<file path="src/rtl/eq_entry_ctrl_if.sv">
// Operand/button/result bundle for the equality entry controller.
// The DUT attaches through slave; the environment driving the buttons uses master.
interface eq_entry_ctrl_if;
    logic [3:0] no;
    logic       push1;
    logic       push2;
    logic       ledpin;
    logic [1:0] state;
    logic [3:0] a_q;
    logic [3:0] b_q;
    logic       done;

    modport slave  (input  no, push1, push2,
                    output ledpin, state, a_q, b_q, done);
    modport master (output no, push1, push2,
                    input  ledpin, state, a_q, b_q, done);
endinterface

</file>
<file path="src/rtl/eq_entry_ctrl.sv">
// Two-button operand capture: debounced press1 loads A, press2 loads B and
// shows A==B on ledpin for HOLD_CYCLES cycles.
module eq_entry_ctrl #(
    parameter int DB_CYCLES   = 4,
    parameter int HOLD_CYCLES = 16
) (
    input  logic        clk,
    input  logic        rst,
    eq_entry_ctrl_if.slave bus
);
    typedef enum logic [1:0] {IDLE = 2'b00, WAIT_B = 2'b01, SHOW = 2'b10} state_e;

    logic [1:0]      raw;
    logic [1:0]      sync1_q, sync2_q, lvl_q, lvl_prev_q;
    logic [1:0][7:0] cnt_q;
    logic [1:0]      press;

    state_e      state_q, state_d;
    logic [3:0]  cap_a_q, cap_a_d, cap_b_q, cap_b_d;
    logic        led_q, led_d, done_q, done_d;
    logic [15:0] hold_q, hold_d;

    assign raw = {bus.push2, bus.push1};

    // Index 0 is push1, index 1 is push2; each has its own synchronizer and counter.
    always_ff @(posedge clk or posedge rst) begin
        if (rst) begin
            sync1_q    <= '0;
            sync2_q    <= '0;
            lvl_q      <= '0;
            lvl_prev_q <= '0;
            cnt_q      <= '0;
        end else begin
            sync1_q    <= raw;
            sync2_q    <= sync1_q;
            lvl_prev_q <= lvl_q;
            for (int i = 0; i < 2; i++) begin
                if (sync2_q[i] == lvl_q[i]) begin
                    cnt_q[i] <= '0;
                end else if (cnt_q[i] == 8'(DB_CYCLES - 1)) begin
                    lvl_q[i] <= ~lvl_q[i];
                    cnt_q[i] <= '0;
                end else begin
                    cnt_q[i] <= cnt_q[i] + 8'd1;
                end
            end
        end
    end

    // Rising edge of the debounced level only; releases are silent.
    assign press = lvl_q & ~lvl_prev_q;

    always_ff @(posedge clk or posedge rst) begin
        if (rst) begin
            state_q <= IDLE;
            cap_a_q <= '0;
            cap_b_q <= '0;
            led_q   <= 1'b0;
            done_q  <= 1'b0;
            hold_q  <= '0;
        end else begin
            state_q <= state_d;
            cap_a_q <= cap_a_d;
            cap_b_q <= cap_b_d;
            led_q   <= led_d;
            done_q  <= done_d;
            hold_q  <= hold_d;
        end
    end

    always_comb begin
        state_d = state_q;
        cap_a_d = cap_a_q;
        cap_b_d = cap_b_q;
        led_d   = led_q;
        hold_d  = hold_q;
        done_d  = 1'b0;
        case (state_q)
            IDLE: begin
                if (press[0]) begin
                    cap_a_d = bus.no;
                    state_d = WAIT_B;
                end
            end
            WAIT_B: begin
                // press2 wins a tie, leaving A untouched.
                if (press[1]) begin
                    cap_b_d = bus.no;
                    led_d   = (cap_a_q == bus.no);
                    hold_d  = 16'(HOLD_CYCLES - 1);
                    done_d  = 1'b1;
                    state_d = SHOW;
                end else if (press[0]) begin
                    cap_a_d = bus.no;
                end
            end
            SHOW: begin
                if (press[0]) begin
                    cap_a_d = bus.no;
                    led_d   = 1'b0;
                    state_d = WAIT_B;
                end else if (hold_q == '0) begin
                    led_d   = 1'b0;
                    state_d = IDLE;
                end else begin
                    hold_d  = hold_q - 16'd1;
                end
            end
            default: begin
                led_d   = 1'b0;
                state_d = IDLE;
            end
        endcase
    end

    assign bus.state  = state_q;
    assign bus.a_q    = cap_a_q;
    assign bus.b_q    = cap_b_q;
    assign bus.ledpin = led_q;
    assign bus.done   = done_q;
endmodule
</file>
<file path="src/flat_wrapper.sv">
// flat-port wrapper written by rule: the top's interface ports become plain ports
module eq_entry_ctrl_flat 
#(
    parameter int DB_CYCLES   = 4,
    parameter int HOLD_CYCLES = 16
)
  (clk, rst, bus_no, bus_push1, bus_push2, bus_ledpin, bus_state, bus_a_q, bus_b_q, bus_done);
  eq_entry_ctrl_if bus_i ();
  input  logic clk;
  input  logic rst;
  input wire logic [$bits(bus_i.no)-1:0] bus_no;
  input wire logic [$bits(bus_i.push1)-1:0] bus_push1;
  input wire logic [$bits(bus_i.push2)-1:0] bus_push2;
  output wire logic [$bits(bus_i.ledpin)-1:0] bus_ledpin;
  output wire logic [$bits(bus_i.state)-1:0] bus_state;
  output wire logic [$bits(bus_i.a_q)-1:0] bus_a_q;
  output wire logic [$bits(bus_i.b_q)-1:0] bus_b_q;
  output wire logic [$bits(bus_i.done)-1:0] bus_done;
  assign bus_i.no = bus_no;
  assign bus_i.push1 = bus_push1;
  assign bus_i.push2 = bus_push2;
  assign bus_ledpin = bus_i.ledpin;
  assign bus_state = bus_i.state;
  assign bus_a_q = bus_i.a_q;
  assign bus_b_q = bus_i.b_q;
  assign bus_done = bus_i.done;
  eq_entry_ctrl #(.DB_CYCLES(DB_CYCLES), .HOLD_CYCLES(HOLD_CYCLES)) u_core (.clk(clk), .rst(rst), .bus(bus_i));
endmodule
</file>
<file path="config.mk">
export PLATFORM = sky130hd
export DESIGN_NAME = eq_entry_ctrl_flat
export DESIGN_NICKNAME = d
export VERILOG_FILES = /design/src/rtl/eq_entry_ctrl_if.sv /design/src/rtl/eq_entry_ctrl.sv /design/src/flat_wrapper.sv
export SDC_FILE = /design/constraint.sdc
export NUM_CORES = 1
export LEC_CHECK = 0
export BUFFER_PORTS_ARGS = -buffer_cell sky130_fd_sc_hd__buf_2
export CELL_PAD_IN_SITES_DETAIL_PLACEMENT = 1
export CELL_PAD_IN_SITES_GLOBAL_PLACEMENT = 1
export CORE_UTILIZATION = 42
export DETAILED_ROUTE_END_ITERATION = 10
export PLACE_DENSITY = 0.75
export SYNTH_ARGS = -nofsm -noshare
export SYNTH_HDL_FRONTEND = slang
export SYNTH_SLANG_ARGS = --single-unit
export TNS_END_PERCENT = 50
</file>
<file path="constraint.sdc">
create_clock -name clk -period 2.3 [get_ports clk]
set_clock_uncertainty 0.2 [all_clocks]
set_input_delay 0.23 -clock clk [delete_from_list [all_inputs] [get_ports clk]]
set_output_delay 0.23 -clock clk [all_outputs]
set_load 0.01 [all_outputs]
</file>
==> results of run 1 <==
==> registers in the layout, summed over array words and instances (netlist names) <==
signal and count:
u_core.cnt_q 16, u_core.hold_q 16, u_core.bus.a_q 4, u_core.bus.b_q 4, u_core.bus.state 2, u_core.lvl_prev_q 2
u_core.lvl_q 2, u_core.sync1_q 2, u_core.sync2_q 2, u_core.bus.done 1, u_core.bus.ledpin 1
==> Yosys cell counts (all sizes together) <==
cell type	count
a2111o	1
a2111oi	2
a211oi	3
a21boi	1
a21oi	5
and2	2
and3	6
and3b	1
and4b	1
buf	2
clkbuf	1
dfrtp	52
ha	3
inv	6
mux2	8
mux2i	8
nand2	24
nand2b	7
nand3	13
nand3b	1
nand4b	2
nor2	26
nor2b	3
nor3	3
nor3b	1
nor4	3
nor4b	2
o211ai	3
o21ai	7
o22ai	1
o311ai	1
o31ai	4
o41ai	1
or2	1
or3	2
or4	7
xnor2	5
xor2	13
==> per-stage QoR <==
stage          utilization  setup TNS, ns  power, uW  area, sq um
2_1_floorplan            -              0       1862         2477
4_1_cts             0.5288       -0.05073       2909         2965
3_5_place_dp        0.4942       -0.04821       2240         2771
6_report            0.5335       -0.04445       2895         2992
3_3_place_gp        0.4942              0       2181         2771
5_1_grt             0.5335        -0.2225       3087         2992
==> final cells by class <==
class | instances | area (sq um)
clock inverters | 2 | 38.79
well taps | 72 | 90.09
clock buffers | 6 | 72.57
repair buffers | 43 | 292.8
flip-flops and latches | 52 | 1301
inverters | 6 | 22.52
multi-input cells | 171 | 1174
fillers | 644 | 2616
==> kinds of logic (layout without fill, tap and decap cells) <==
logic type | count (synthesis) | after routing
xor gates and xnor gates | 18 | 18
adders and majority gates | 3 | 3
DFF | 52 | 52
buffers and inverters | 9 | 57
and+or+nand+nor | 105 | 105
muxes | 16 | 16
AOI/OAI and AO/OA | 29 | 29
==> what timing repair did <==
item / in CTS / in global routing
pin swaps: 1 / 1
hold buffers: 7 / 0
endpoints found under the hold margin: 38 / 0
gates resized for setup: 1 / 5
endpoints found under the setup margin: 2 / 14
==> how the worst min path moves through the flow <==
| stage | slack (ns) | depth (start not counted) | to |
|---|---|---|---|
| 4_1_cts | 0.12 | 3 | u_core.cnt_q[0] |
| 2_1_floorplan | 0.06 | 0 | u_core.sync1_q[0] |
| 5_1_grt | 0.12 | 3 | u_core.cnt_q[1] |
| 3_3_place_gp | -0.09 | 2 | u_core.cnt_q[1] |
| 6_report | 0.13 | 3 | u_core.cnt_q[0] |
| 3_5_place_dp | -0.09 | 2 | u_core.cnt_q[1] |
==> power by group <==
part | switching, uW | total [uW] | internal, uW
registers | 187 | 1310 | 1120
clock network | 315 | 644 | 329
logic | 535 | 944 | 409
total | 1040 | 2890 | 1860
==> critical path, delay by kind of cell (launching register included) <==
family	cells	cell delay, ns
mux	1	0.33
compound gates	1	0.25
flops	1	0.42
simple gates	2	1.05
==> layer usage <==
metal  up-vias  routed length [um]  global-route usage
met5         -                   0                   0
met4         0                  65             0.05185
met3         7                 162             0.05402
met2        19                2951              0.3643
met1       969                2595              0.2409
li1        916                   -                   -
==> run summary, run 1 <==
Worst path arrival time: 2.35 ns. The initial antenna violation count came out at 0. The run gives 337 as the placed cell count.

Walking the worst path, the cells encountered are or4_1 > or4_4 > a2111oi_4 > mux2_4. In the layout the commonest cells are sky130_fd_sc_hd__dfrtp_1 (52), sky130_fd_sc_hd__nor2_1 (26), sky130_fd_sc_hd__nand2_1 (24). The register bit total from synthesis is 52, and the warning count from the yosys run is 0. The die span in y is 78.80 um. Compared with the post-synthesis result, the final layout area differs by 20.76%. By area, the combinational part of the netlist is dominated by simple AND/OR/NAND/NOR gates.

Post-CTS clock slew at the launch and capture registers of the worst setup and hold paths: 0.10 ns. The number of global-route vias before repair was 2029; the register-to-register setup slack was -0.04 ns. The type of the most critical hold path was in2async. Global-route usage over all layers: 0.2037. The longest clock path from root to sink contains 2 buffers. The largest fanout of any net on the critical path is 8. The required time at the endpoint of the critical path came out at 2.30 ns. Once layout is complete, the cells apart from fillers number 352. The final net count is 290. IR analysis of the VDD net gives a maximum drop of 0.0006043 V.

The worst setup path is launched from a flip-flop. For the total of endpoints with negative setup slack in the final report, the log shows 1. The die width was 78.80 um; the per-cell via count in the routed design was 5.429.

Path depth of the worst reg2reg path: 4. The static leakage power is 0.001440 uW, and the share of synthesized cell area in and, or, nand and nor gates is 0.2217. The post-layout minimum cycle time came out at 2.344 ns. In this run the power density over the cells is 967.6 nW/um^2. In this run the critical register-to-register path is captured at u_core.hold_q[15]. The mux contribution to synthesized area was 0.06869; the area share of the largest cell type after synthesis was 0.5253. The tools report the kind of end point of the critical path as a flip-flop.

The floorplan step defined a die boundary enclosing 6209 sq um. After synthesis, the netlist uses 44 different library cells. The portion of the clock cycle consumed by the worst path in the final layout is 1.019. The library cell used most frequently in the layout, excluding fill and tap cells, is sky130_fd_sc_hd__dfrtp_1. For the initial standard-cell utilization of the core, the log shows 0.4418. For the final number of max-transition violations, the log shows 0. The worst register-to-register path begins at u_core.hold_q[1]. The first routing iteration left 66 violations.

TritonCTS built the clock tree. The final-layout worst hold slack is 0.1253 ns. Sorting the synthesized cells by area gives the leading types as sky130_fd_sc_hd__dfrtp_1 (53%), sky130_fd_sc_hd__xor2_1 (4.6%), sky130_fd_sc_hd__nor2_1 (3.9%).

The run gives 2 as the number of H-tree branching levels. The detail route stage leaves a number of antenna-violating nets equal to 0. Summed over all layers, the routed wires come to 5775 um. The checks that failed: negative setup slack. The first detailed-routing pass took 4 iterations.

When the netlist entered floorplanning its net count stood at 243. The logs give 27 for the count of standard-cell rows and 0.6048 for the worst relative slew slack. The final routed wire length divided by cell count is 16.41 um, and the share of post-route cells with drive strength above 1 is 0.2179.

The worst slack at placement is -0.02488 ns, and the number of sinks handled by clock tree synthesis is 52. Max-cap violations in this run came to 0. The synthesized instance count was 232; the average cell area after synthesis was 10.68 sq um. Setup repair after global routing could not meet its margin everywhere. The capture point of the worst path was u_core.hold_q[15]. Cell with the largest stage delay on the worst path: sky130_fd_sc_hd__or4_1.

The tree is rooted in a sky130_fd_sc_hd__clkbuf_8. The post-synthesis sequential area ratio was 0.5253. The adder and majority gate portion of the synthesized area came out at 0.01515. The setup path with the least slack is of type reg2reg.

Pin placement for this block handled 20 I/O pins. The number of failing hold endpoints at the final stage was 0; the highest clock frequency the design can meet was 426.5 MHz. Across all layers, the routed design uses 1911 vias. The largest total area in the synthesized netlist belongs to sky130_fd_sc_hd__dfrtp_1. The post-synthesis share of cell area spent on xor and xnor gates was 0.06364. 0 antenna diodes ended up in the layout. For this run, the slowest stage of the critical path takes 0.53 ns. The run finished, with violations left.

After clock tree synthesis, the setup repair step added 0 buffers. After floorplanning, the core was sized to cover 5608 sq um. At the pin with the least slew margin, the transition time is 0.5928 ns. The minimum setup slack in the final design was -0.04445 ns. The post-synthesis compound-gate area fraction is 0.08889.

The beginning of the critical path is u_core.hold_q[1]. At the later pin of the worst-skew pair, clock insertion delay measures 0.31 ns. The number of clock buffers added by TritonCTS is 5. The combined area of all synthesized cells was 2477 sq um; the HPWL reported at the end of detailed placement was 4013 um. In the routed design, unresolved DRC markers number 0. The logs give 9687 um for the first-pass GRT wire length and 48 for the maximum number of pins on one net before global-route repair.

The run gives 0 as the total congestion overflow. Final weighted congestion of routability-driven global placement: 0.8089. In this run the tool buffered the top-level ports with 19 buffer cells.
No activity file was read; power rests on OpenSTA's default activity.
==> run 2, diff against run 1 <==
--- a/config.mk
+++ b/config.mk
@@ -8,9 +8,10 @@
 export BUFFER_PORTS_ARGS = -buffer_cell sky130_fd_sc_hd__buf_2
 export CELL_PAD_IN_SITES_DETAIL_PLACEMENT = 1
 export CELL_PAD_IN_SITES_GLOBAL_PLACEMENT = 1
-export CORE_UTILIZATION = 42
+export CORE_UTILIZATION = 44
+export CTS_BUF_LIST = sky130_fd_sc_hd__clkbuf_4
 export DETAILED_ROUTE_END_ITERATION = 10
-export PLACE_DENSITY = 0.75
+export PLACE_DENSITY = 0.78
 export SYNTH_ARGS = -nofsm -noshare
 export SYNTH_HDL_FRONTEND = slang
 export SYNTH_SLANG_ARGS = --single-unit
==> run summary, run 2 (synthesis gave the netlist of run 1 again) <==
First-pass GRT wire length: 9618 um. The most common cell after layout, fill and taps aside was sky130_fd_sc_hd__dfrtp_1. The logs give 0 for the final antenna diode count and 5270 sq um for the core area. The tools report the global-route usage over all layers as 0.2069. For this run, design rule violations remaining after detail routing come to 0. Footprint of the multi-input gates: 1177 sq um. The worst hold path passes through 0 cells. In the layout the commonest cells are sky130_fd_sc_hd__dfrtp_1 (52), sky130_fd_sc_hd__nor2_1 (26), sky130_fd_sc_hd__nand2_1 (24). The die span in y works out to 77.04 um. In the final layout, flip-flops and latches occupy 1301 sq um. The tightest min-delay check is of the reg2reg type. Across the VDD grid, the largest voltage drop is 0.0005137 V.

Clock latency on the worst-skew pair, taken at its later pin, is 0.37 ns. The number of global-route vias before repair was 2035; the total of endpoints with negative setup slack in the final report was 3. The initial detailed-routing violation count is 43, and the stage delay of the slowest cell on the critical path is 0.53 ns. The worst setup path is of the reg2reg kind. The flow ran to the end, but the final reports show violations. For the wire length reported by the detailed router, the log shows 5714 um. The worst path in the final design needs a cycle of 2.330 ns, including I/O delays and setup. Worst-case hold path end point: u_core.sync2_q[1].

Share of post-route cells with drive strength above 1: 0.2297. CTS saw 52 sinks. For this run, the post-layout net count is 293.

TritonCTS built the clock tree. The count of standard-cell rows was 26; the initial antenna violation count was 0. The HPWL after detailed placement is 4101 um. The synthesis-to-finish area growth works out to 20.96%. The tools report the beginning of the critical path as u_core.hold_q[1]. The total power divided by cell area was 920.2 nW/um^2; the path depth of the worst reg2reg path was 4. In the final layout, the registers with the most flip-flops are u_core.cnt_q (16), u_core.hold_q (16). The logs give 5934 sq um for the total die area and 353 for the final instance count without filler cells.

Data arrives at the worst endpoint at 2.40 ns. The required time at the endpoint of the critical path was 2.37 ns; the final weighted congestion of routability-driven global placement was 0.7892. The final reports fail on negative setup slack. For the number of failing hold endpoints at the final stage, the log shows 0. Walking the worst path, the cells encountered are or4_1 > or4_4 > a2111oi_4 > mux2_4. The post-CTS clock slew at the launch and capture registers of the worst setup and hold paths is 0.15 ns. The kind of cell with the highest combined delay along the critical path is simple AND/OR/NAND/NOR gates. The tools report the count of vias placed by the detailed router as 1906. The final number of max-transition violations was 0. Counting the fill cells in the layout gives 593. The final routed wire length divided by cell count was 16.19 um.

In this run the tool buffered the top-level ports with 19 buffer cells. The tool flagged a number of max-cap violations equal to 0. The minimum setup slack in the final design is -0.02991 ns, and the count of nets left with antenna violations after detail routing is 0.

The worst setup path is launched from a flip-flop. Together, buffers and inverters on the worst path number 0. Summed over all failing endpoints, the final setup total negative slack is -0.05331 ns.

The portion of the clock cycle consumed by the worst path in the final layout was 1.013. The worst min-delay path startpoint was u_core.sync1_q[1]. The worst relative slew slack came out at 0.6305. STA classifies the critical path endpoint as a flip-flop.

Number of detailed-route iterations in the first pass: 4. On the critical path, the stage with the largest delay is an instance of sky130_fd_sc_hd__or4_1. The slew at the pin with the worst max-slew slack was 0.5534 ns. The core utilization of the finished layout came out at 0.5686. For the number of H-tree branching levels, the log shows 2. The die width works out to 77.04 um. The run gives 5 as the total clock buffers created by CTS. The clock passes through at most 2 buffers. After detailed routing, the number of vias per cell comes to 5.399. In this run the worst path has a maximum fanout of 6.

In this run, placement finished with an instance count of 336. The run gives 30 as the maximum number of pins on one net before global-route repair. Endpoint of the lowest-slack register-to-register path: u_core.hold_q[15]. The total congestion overflow is 0. Total I/O pin count: 20.

The tools report the total chip power as 2757 uW. The tree is rooted in a sky130_fd_sc_hd__clkbuf_4. The initial standard-cell utilization of the core came out at 0.4701. For the highest clock frequency the design can meet, the log shows 429.2 MHz.

The worst register-to-register path begins at u_core.hold_q[1]. Static leakage power: 0.001443 uW. The register-to-register setup slack came out at -0.03 ns. Setup repair after global routing could not meet its margin everywhere.
[run 2: cell types whose count changed in the layout (fill, tap and decap cells not counted), sizes merged]
cell / delta
buf: +3
clkbuf: -1
clkinv: +2
inv: -1
[run 2: worst max-delay path by stage]
stage | endpoint | slack, ns | depth (start not counted)
floorplan | u_core.hold_q[15] | 0.02 | 5
global placement | u_core.hold_q[7] | 0.02 | 4
detailed placement | u_core.hold_q[7] | -0.04 | 4
CTS | u_core.hold_q[7] | -0.05 | 4
global route | u_core.hold_q[7] | -0.13 | 4
finish | u_core.hold_q[15] | -0.03 | 4
[run 2: worst register-to-register path: stages, from the launching register on]
cell and delay [ns]:
sky130_fd_sc_hd__dfrtp_1 0.44, sky130_fd_sc_hd__or4_1 0.53, sky130_fd_sc_hd__or4_4 0.50, sky130_fd_sc_hd__a2111oi_4 0.24, sky130_fd_sc_hd__mux2_4 0.33
[run 2: metrics by stage]
stage / hold slack (ns) / cell area (sq um) / setup WS, ns
2_1_floorplan: 0.06143 / 2477 / 0.01818
3_3_place_gp: 0.1019 / 2789 / 0.02094
3_5_place_dp: 0.1143 / 2789 / -0.03567
4_1_cts: 0.1714 / 2970 / -0.04788
5_1_grt: 0.1774 / 2997 / -0.1288
6_report: 0.1684 / 2997 / -0.02991
[run 2: final cells by class]
cell class / count / area share
well taps: 70 / 0.02923
clock buffers: 5 / 0.01253
inverters: 6 / 0.007516
flip-flops and latches: 52 / 0.4342
clock inverters: 3 / 0.01420
multi-input cells: 171 / 0.3929
repair buffers: 46 / 0.1094
[run 2: power by group]
part | switching [uW] | internal [uW]
combinational | 519 | 420
clock | 286 | 228
sequential | 187 | 1120
[run 2: layer usage]
layer  part of all wire  GRT usage
met3              0.020    0.03929
met1               0.44     0.2571
met5                  0          0
met4             0.0081    0.05094
met2               0.53     0.3688
[run 2: what timing repair did]
action,in CTS,in global routing
endpoints found under the setup margin,5,8
setup buffers,1,1
resized for setup,3,6
hold buffers,7,0
hold endpoints to repair,33,0
pin swaps,1,1
